===== src/rtl/vga_timing_pkg.sv =====
// ----------------------------------------------------------------------------
// vga_timing_pkg
// Shared timing constants for the VGA scan generator and its renderers:
// default 640x480@60 Hz porch/sync widths, sync polarity constants, the
// coordinate width and a small window-decode helper.
// ----------------------------------------------------------------------------
package vga_timing_pkg;

    localparam int COORD_W     = 10;
    localparam int COUNT_W     = 16;
    localparam int COORD_LIMIT = 1 << COORD_W;

    // Default 640x480 @ 60 Hz timing, 25 MHz pixel clock.
    localparam int H_VISIBLE_DEF = 640;
    localparam int H_FRONT_DEF   = 16;
    localparam int H_SYNC_DEF    = 96;
    localparam int H_BACK_DEF    = 48;
    localparam int H_TOTAL_DEF   = H_VISIBLE_DEF + H_FRONT_DEF + H_SYNC_DEF + H_BACK_DEF;

    localparam int V_VISIBLE_DEF = 480;
    localparam int V_FRONT_DEF   = 10;
    localparam int V_SYNC_DEF    = 2;
    localparam int V_BACK_DEF    = 33;
    localparam int V_TOTAL_DEF   = V_VISIBLE_DEF + V_FRONT_DEF + V_SYNC_DEF + V_BACK_DEF;

    // Sync polarity: the value driven while the pulse is active.
    localparam bit SYNC_ACTIVE_LOW  = 1'b0;
    localparam bit SYNC_ACTIVE_HIGH = 1'b1;

    localparam int SYNC_DELAY_MAX = 4;

    typedef logic [COORD_W-1:0] coord_t;

    typedef struct packed {
        logic hs;
        logic vs;
    } sync_t;

    // True when lo <= v < hi.
    function automatic logic in_window(coord_t v, coord_t lo, coord_t hi);
        return (v >= lo) && (v < hi);
    endfunction

endpackage


===== src/rtl/vga_timing_gen_if.sv =====
// ----------------------------------------------------------------------------
// vga_timing_gen_if
// Scan-timing bundle from the generator to the pixel renderers and the
// monitor connector.
//   DrawX/DrawY  current scan coordinate
//   blank        1 = visible pixel
//   hs/vs        monitor syncs, already delayed to match renderer pipeline
//   frame_start  one-cycle pulse at (0,0)
//   frame_count  completed-frame counter
// master: the timing generator; slave: renderers / consumers.
// ----------------------------------------------------------------------------
interface vga_timing_gen_if;
    import vga_timing_pkg::*;

    coord_t             DrawX;
    coord_t             DrawY;
    logic               blank;
    logic               hs;
    logic               vs;
    logic               frame_start;
    logic [COUNT_W-1:0] frame_count;

    modport master (
        output DrawX, DrawY, blank, hs, vs, frame_start, frame_count
    );

    modport slave (
        input  DrawX, DrawY, blank, hs, vs, frame_start, frame_count
    );

endinterface


===== src/rtl/sync_delay_line.sv =====
// ----------------------------------------------------------------------------
// sync_delay_line
// DEPTH x WIDTH shift register, asynchronously reset to RESET_VAL.
// DEPTH = 0 degenerates to a wire.
//   vga_clk  shift clock
//   reset_n  asynchronous active-low reset
//   d        input word
//   q        d delayed by DEPTH clocks
// ----------------------------------------------------------------------------
module sync_delay_line #(
    parameter int               DEPTH     = 1,
    parameter int               WIDTH     = 1,
    parameter logic [WIDTH-1:0] RESET_VAL = '0
) (
    input  logic             vga_clk,
    input  logic             reset_n,
    input  logic [WIDTH-1:0] d,
    output logic [WIDTH-1:0] q
);

    if (DEPTH == 0) begin : g_bypass
        logic unused_clk_rst;
        assign unused_clk_rst = &{1'b0, vga_clk, reset_n};
        assign q = d;
    end else begin : g_chain
        logic [WIDTH-1:0] stage [DEPTH];

        always_ff @(posedge vga_clk or negedge reset_n) begin
            if (!reset_n) begin
                // NOTE: every stage is reset, not just the output one; these
                // are a few flops, not a RAM, and a stale stage would emit a
                // spurious sync pulse to the monitor right after reset.
                for (int i = 0; i < DEPTH; i++) begin
                    stage[i] <= RESET_VAL;
                end
            end else begin
                // NOTE: non-blocking assignments make the loop order
                // irrelevant; every stage samples its neighbour's old value.
                stage[0] <= d;
                for (int i = 1; i < DEPTH; i++) begin
                    stage[i] <= stage[i-1];
                end
            end
        end

        assign q = stage[DEPTH-1];
    end

endmodule


===== src/rtl/vga_timing_gen.sv =====
// ----------------------------------------------------------------------------
// vga_timing_gen
// Scan-coordinate and sync generator for the pixel renderers.
//   vga_clk  pixel clock
//   reset_n  asynchronous active-low reset
//   vga      (master) DrawX, DrawY, blank, hs, vs, frame_start, frame_count
// DrawX/DrawY/blank/frame_start are current-cycle values; hs/vs are delayed
// by SYNC_DELAY clocks so they line up with the renderers' registered RGB.
// ----------------------------------------------------------------------------
module vga_timing_gen
    import vga_timing_pkg::*;
#(
    parameter int H_VISIBLE  = H_VISIBLE_DEF,
    parameter int H_FRONT    = H_FRONT_DEF,
    parameter int H_SYNC     = H_SYNC_DEF,
    parameter int H_BACK     = H_BACK_DEF,
    parameter int V_VISIBLE  = V_VISIBLE_DEF,
    parameter int V_FRONT    = V_FRONT_DEF,
    parameter int V_SYNC     = V_SYNC_DEF,
    parameter int V_BACK     = V_BACK_DEF,
    parameter bit HS_POL     = SYNC_ACTIVE_LOW,
    parameter bit VS_POL     = SYNC_ACTIVE_LOW,
    parameter int SYNC_DELAY = 1
) (
    input  logic             vga_clk,
    input  logic             reset_n,
    vga_timing_gen_if.master vga
);

    localparam int H_TOTAL = H_VISIBLE + H_FRONT + H_SYNC + H_BACK;
    localparam int V_TOTAL = V_VISIBLE + V_FRONT + V_SYNC + V_BACK;

    if (H_TOTAL > COORD_LIMIT || V_TOTAL > COORD_LIMIT) begin : g_size_check
        $error("vga_timing_gen: H_TOTAL/V_TOTAL exceed the 10-bit coordinate range");
    end

    if (SYNC_DELAY < 0 || SYNC_DELAY > SYNC_DELAY_MAX) begin : g_delay_check
        $error("vga_timing_gen: SYNC_DELAY must be 0..4");
    end

    localparam coord_t H_LAST   = coord_t'(H_TOTAL - 1);
    localparam coord_t V_LAST   = coord_t'(V_TOTAL - 1);
    localparam coord_t H_VIS    = coord_t'(H_VISIBLE);
    localparam coord_t V_VIS    = coord_t'(V_VISIBLE);
    localparam coord_t HS_START = coord_t'(H_VISIBLE + H_FRONT);
    localparam coord_t HS_END   = coord_t'(H_VISIBLE + H_FRONT + H_SYNC);
    localparam coord_t VS_START = coord_t'(V_VISIBLE + V_FRONT);
    localparam coord_t VS_END   = coord_t'(V_VISIBLE + V_FRONT + V_SYNC);

    logic               running;
    coord_t             draw_x;
    coord_t             draw_y;
    logic [COUNT_W-1:0] frame_cnt;
    logic               frame_start;
    sync_t              sync_raw;
    sync_t              sync_dly;

    // running gives one idle cycle after reset release so the first
    // frame_start is seen with all counters at a clean zero.
    always_ff @(posedge vga_clk or negedge reset_n) begin
        if (!reset_n) begin
            running   <= 1'b0;
            draw_x    <= '0;
            draw_y    <= '0;
            frame_cnt <= '0;
        end else begin
            running <= 1'b1;
            if (running) begin
                if (draw_x == H_LAST) begin
                    draw_x <= '0;
                    draw_y <= (draw_y == V_LAST) ? '0 : draw_y + coord_t'(1);
                end else begin
                    draw_x <= draw_x + coord_t'(1);
                end
                if (frame_start) begin
                    frame_cnt <= frame_cnt + COUNT_W'(1);
                end
            end
        end
    end

    assign frame_start = running && (draw_x == '0) && (draw_y == '0);

    always_comb begin
        // NOTE: both fields get their inactive level first, so every path
        // assigns them and no latch can be inferred.
        sync_raw.hs = ~HS_POL;
        sync_raw.vs = ~VS_POL;
        if (running && in_window(draw_x, HS_START, HS_END)) begin
            sync_raw.hs = HS_POL;
        end
        if (running && in_window(draw_y, VS_START, VS_END)) begin
            sync_raw.vs = VS_POL;
        end
    end

    sync_delay_line #(
        .DEPTH     (SYNC_DELAY),
        .WIDTH     (2),
        .RESET_VAL ({~HS_POL, ~VS_POL})
    ) u_sync_dly (
        .vga_clk (vga_clk),
        .reset_n (reset_n),
        .d       (sync_raw),
        .q       (sync_dly)
    );

    assign vga.DrawX       = draw_x;
    assign vga.DrawY       = draw_y;
    assign vga.blank       = running && (draw_x < H_VIS) && (draw_y < V_VIS);
    assign vga.hs          = sync_dly.hs;
    assign vga.vs          = sync_dly.vs;
    assign vga.frame_start = frame_start;
    assign vga.frame_count = frame_cnt;

endmodule


===== src/flat_wrapper.sv =====
// flat-port wrapper written by rule: the top's interface ports become plain ports
module vga_timing_gen_flat import vga_timing_pkg::*;
#(
    parameter int H_VISIBLE  = H_VISIBLE_DEF,
    parameter int H_FRONT    = H_FRONT_DEF,
    parameter int H_SYNC     = H_SYNC_DEF,
    parameter int H_BACK     = H_BACK_DEF,
    parameter int V_VISIBLE  = V_VISIBLE_DEF,
    parameter int V_FRONT    = V_FRONT_DEF,
    parameter int V_SYNC     = V_SYNC_DEF,
    parameter int V_BACK     = V_BACK_DEF,
    parameter bit HS_POL     = SYNC_ACTIVE_LOW,
    parameter bit VS_POL     = SYNC_ACTIVE_LOW,
    parameter int SYNC_DELAY = 1
)
  (vga_clk, reset_n, vga_DrawX, vga_DrawY, vga_blank, vga_hs, vga_vs, vga_frame_start, vga_frame_count);
  vga_timing_gen_if vga_i ();
  input  logic vga_clk;
  input  logic reset_n;
  output wire logic [$bits(vga_i.DrawX)-1:0] vga_DrawX;
  output wire logic [$bits(vga_i.DrawY)-1:0] vga_DrawY;
  output wire logic [$bits(vga_i.blank)-1:0] vga_blank;
  output wire logic [$bits(vga_i.hs)-1:0] vga_hs;
  output wire logic [$bits(vga_i.vs)-1:0] vga_vs;
  output wire logic [$bits(vga_i.frame_start)-1:0] vga_frame_start;
  output wire logic [$bits(vga_i.frame_count)-1:0] vga_frame_count;
  assign vga_DrawX = vga_i.DrawX;
  assign vga_DrawY = vga_i.DrawY;
  assign vga_blank = vga_i.blank;
  assign vga_hs = vga_i.hs;
  assign vga_vs = vga_i.vs;
  assign vga_frame_start = vga_i.frame_start;
  assign vga_frame_count = vga_i.frame_count;
  vga_timing_gen #(.H_VISIBLE(H_VISIBLE), .H_FRONT(H_FRONT), .H_SYNC(H_SYNC), .H_BACK(H_BACK), .V_VISIBLE(V_VISIBLE), .V_FRONT(V_FRONT), .V_SYNC(V_SYNC), .V_BACK(V_BACK), .HS_POL(HS_POL), .VS_POL(VS_POL), .SYNC_DELAY(SYNC_DELAY)) u_core (.vga_clk(vga_clk), .reset_n(reset_n), .vga(vga_i));
endmodule

===== config.mk =====
export PLATFORM = sky130hd
export DESIGN_NAME = vga_timing_gen_flat
export DESIGN_NICKNAME = d
export VERILOG_FILES = /design/src/rtl/vga_timing_pkg.sv /design/src/rtl/vga_timing_gen_if.sv /design/src/rtl/sync_delay_line.sv /design/src/rtl/vga_timing_gen.sv /design/src/flat_wrapper.sv
export SDC_FILE = /design/constraint.sdc
export NUM_CORES = 1
export LEC_CHECK = 0
export ABC_AREA = 1
export CAP_MARGIN = 15
export CORE_MARGIN = 2
export CORE_UTILIZATION = 38
export CTS_BUF_LIST = sky130_fd_sc_hd__clkbuf_2
export CTS_CLUSTER_SIZE = 24
export DETAILED_ROUTE_END_ITERATION = 16
export PLACE_DENSITY_LB_ADDON = 0.15
export RECOVER_POWER = 100
export SLEW_MARGIN = 25
export SYNTH_ARGS = -nofsm -noshare
export SYNTH_HDL_FRONTEND = slang
export SYNTH_SLANG_ARGS = --single-unit

===== constraint.sdc =====
create_clock -name vga_clk -period 1.7 [get_ports vga_clk]
set_input_delay 0.425 -clock vga_clk [delete_from_list [all_inputs] [get_ports vga_clk]]
set_output_delay 0.425 -clock vga_clk [all_outputs]
set_load 0.05 [all_outputs]

==> metrics.md <==
| Metric | Value |
|---|---|
| Hpwl dp | `4.47 mm` |
| VDD IR max | `0.990 mV` |
| Placed cell areas | `0.00358 mm^2` |
| CP endpoint kind | `primary output` |
| Fillers | `534` |
| First-pass GRT wire length | `10.3 mm` |
| CTS tree | `built` |
| Pin count of the biggest net entering global routing | `21` |
| Slew margin rel. | `63.3%` |
| CP Max Fanout | `3` |
| Count of cell types in the netlist | `35` |
| Async S/R FF share, synth | `100%` |
| Post-layout nets | `416` |
| Initial DRT Pass Iterations | `4` |
| H-Tree Depth | `2` |
| Max-slew violations | `0` |
| Outcome | `finished, violations left` |
| Wire per inst | `12.9 um` |
| Die W | `84.3 um` |
| Reg2Reg Depth | `9` |
| Row cnt | `29` |
| RSZ-0062 raised after global routing | `yes` |
| R2r endpoint | `u_core.vga.DrawY[9]` |
| R2R setup slack | `40 ps` |
| Root Buffer | `clkbuf_2` |
| I/O pin total | `42` |
| Worst-Skew Late Latency | `410 ps` |
| Failing checks | `setup timing` |
| Instance count of the mapped netlist | `321` |
| Finished layout cell area | `0.00392 mm^2` |
| Post-synth EDFFs | `0` |
| Top FF cell, synth | `dfrtp_1` |
| Gr ovfl total | `0` |
| Worst Clk Skew | `38.8 ps` |
| Initial Util | `39.0%` |
| Fin. Hold Viols | `0` |
| Height of the die | `84.3 um` |
| Clock Path Buffers | `2` |
| PD cells | `935 mW/mm^2` |
| Crit path kind | `flip-flop to primary output` |
| Syn nets | `328` |
| Post-route ant nets | `0` |
| CP arrival | `1770 ps` |
| Worst setup margin | `-493 ps` |
| Cell area after synthesis | `0.00245 mm^2` |
| Maximum capacitance violations | `0` |
| Vias | `2395` |
| Core Footprint | `0.00628 mm^2` |
| Worst hold path class | `primary input to asynchronous set/reset pin` |
| Worst EP required | `1270 ps` |
| Seq/Total Area, Yosys | `40.0%` |
| Final Wtd Congestion | `0.855` |
| Share of cells above drive strength 1 | `38.3%` |
| Drt drc | `0` |
| WL final | `6.29 mm` |
| PortBufs | `41` |
| Endpoints failing setup | `5` |
| Worst Setup Start Kind | `flip-flop` |
| Leak Pwr | `1.82 nW` |
| 1st-iter DRT viols | `136` |
| Min Tclk post-route | `2190 ps` |
| Yosys reg bits | `39` |
| Vias in the first global route | `2228` |
| Antenna fix cells | `0` |
| Register clock-pin slew on the reported worst setup and hold paths | `240 ps` |
| P&R area growth vs syn | `60.0%` |
| Final Cycle Share | `129%` |
| Total track usage | `17.7%` |
| Vias/cell | `4.92` |
| Initial antenna violation count | `0` |
| Mapped Avg Cell Area | `7.63 um^2` |
| Worst Max-Slew Pin Slew | `551 ps` |
| Reg2reg start | `u_core.vga.DrawX[1]` |
| Achievable Freq | `456 MHz` |
| Die area | `0.00710 mm^2` |
| CTS sink count | `39` |
| Yosys warns | `0` |
| Num CTS Buffers | `5` |
| Pre-CTS setup slack | `-0.901 ps` |
## synth_stat cells, types with 3 or more instances
master	number	area [um^2]
nand2_1	100	375
xor2_1	7	61.3
ha_1	5	62.6
nand3b_1	3	22.5
nand4_1	8	50.1
nand3_1	20	100
o21ai_1	14	70.1
a21oi_1	4	20.0
xnor2_1	5	43.8
nor2_1	31	116
nor2_4	7	78.8
inv_2	8	30.0
inv_1	29	109
nor2_2	4	25.0
dfrtp_1	37	926
nor3_1	4	20.0
o21ai_0	10	50.1
## flip-flops by register name (all words and copies together), names as in the netlist
register,cells
u_core.running,1
u_core.u_sync_dly.q,2
u_core.vga.DrawX,10
u_core.vga.DrawY,10
u_core.vga.frame_count,16
## layout make-up
class / instances / area, um^2 / area share [%]
well taps: 77 / 96.3 / 2.46
flip-flops and latches: 39 / 990 / 25.3
inverters: 39 / 159 / 4.05
clock inverters: 2 / 60.1 / 1.53
repair buffers: 83 / 1170 / 29.8
repair inverters: 1 / 6.26 / 0.160
multi-input cells: 240 / 1410 / 36.0
clock buffers: 6 / 30.0 / 0.766
## report_power, final
part	internal [W]	switching, W	leakage, nW	total [W]
clock network	0.000403	0.000340	0.0532	0.000743
registers	0.00105	0.000123	0.504	0.00117
logic	0.000784	0.000971	1.27	0.00175
total	0.00223	0.00143	1.82	0.00367
## through the flow
step                      util, %  TNS [ps]  total power, W  hold slack [ps]  cells
after CTS                    59.5      -819         0.00361              489    475
after detailed placement     57.0    -0.901         0.00286              428    464
after global placement       57.0         0         0.00283              421    464
after global routing         62.4     -1410         0.00384              504    487
final                        62.4      -872         0.00367              491    487
after floorplan                 -      -354         0.00204              129    321
## placed cells by master, fill, tap and decap left out, types with 6 or more instances in the layout
cell type	instances
buf_12	41
o21ai_1	14
inv_1	26
o21ai_0	9
xor2_1	7
buf_4	30
nor2_2	6
clkbuf_2	8
dfrtp_1	28
nor2_4	12
nand2_1	93
inv_2	10
nand4_1	8
nor2_1	25
nand3_1	19
buf_6	9
dfrtp_2	9
## kinds of logic after synthesis
kind of cell	count (synthesis)	share of synthesized area (%)
AOI/OAI and AO/OA	33	7.31
DFF	39	40.0
and+or+nand+nor	188	38.2
other	1	0.153
adders and majority gates	5	2.55
xor gates and xnor gates	12	4.29
buffers and inverters	43	7.56
## timing repair
action,in CTS,in global routing
setup endpoints to repair,3,25
endpoints found under the hold margin,17,0
pin swaps,1,8
cloned,0,2
gates resized for setup,11,30
setup buffers,2,12
hold buffers,1,0
## per-layer routing
metal / vias up / share of wire (%) / global-route usage (%)
li1: 1211 / - / -
met3: 10 / 3.8 / 3.34
met2: 53 / 49 / 29.5
met5: - / 0 / 0
met1: 1121 / 45 / 23.6
met4: 0 / 1.7 / 4.55
## worst max-delay path, cell delays in order, from the launching register on
cell and delay, ps:
dfrtp_2 480, inv_4 80, ha_4 130, inv_2 40, nor2_4 90, nand2_2 70, nor2_4 120, inv_2 50
nor2_4 140, buf_12 150
## worst max-delay path by stage
stage | start | cells after the start | slack [ps] | endpoint
global placement | u_core.vga.DrawY[1] | 9 | 30 | vga_frame_start
floorplan | u_core.vga.DrawY[0] | 8 | -180 | vga_frame_start
global route | u_core.vga.DrawY[1] | 9 | -610 | vga_frame_start
CTS | u_core.vga.DrawY[1] | 9 | -510 | vga_frame_start
detailed placement | u_core.vga.DrawY[1] | 9 | -0.9 | vga_frame_start
finish | u_core.vga.DrawY[1] | 9 | -490 | vga_frame_start
No activity file was read; power rests on OpenSTA's default activity.
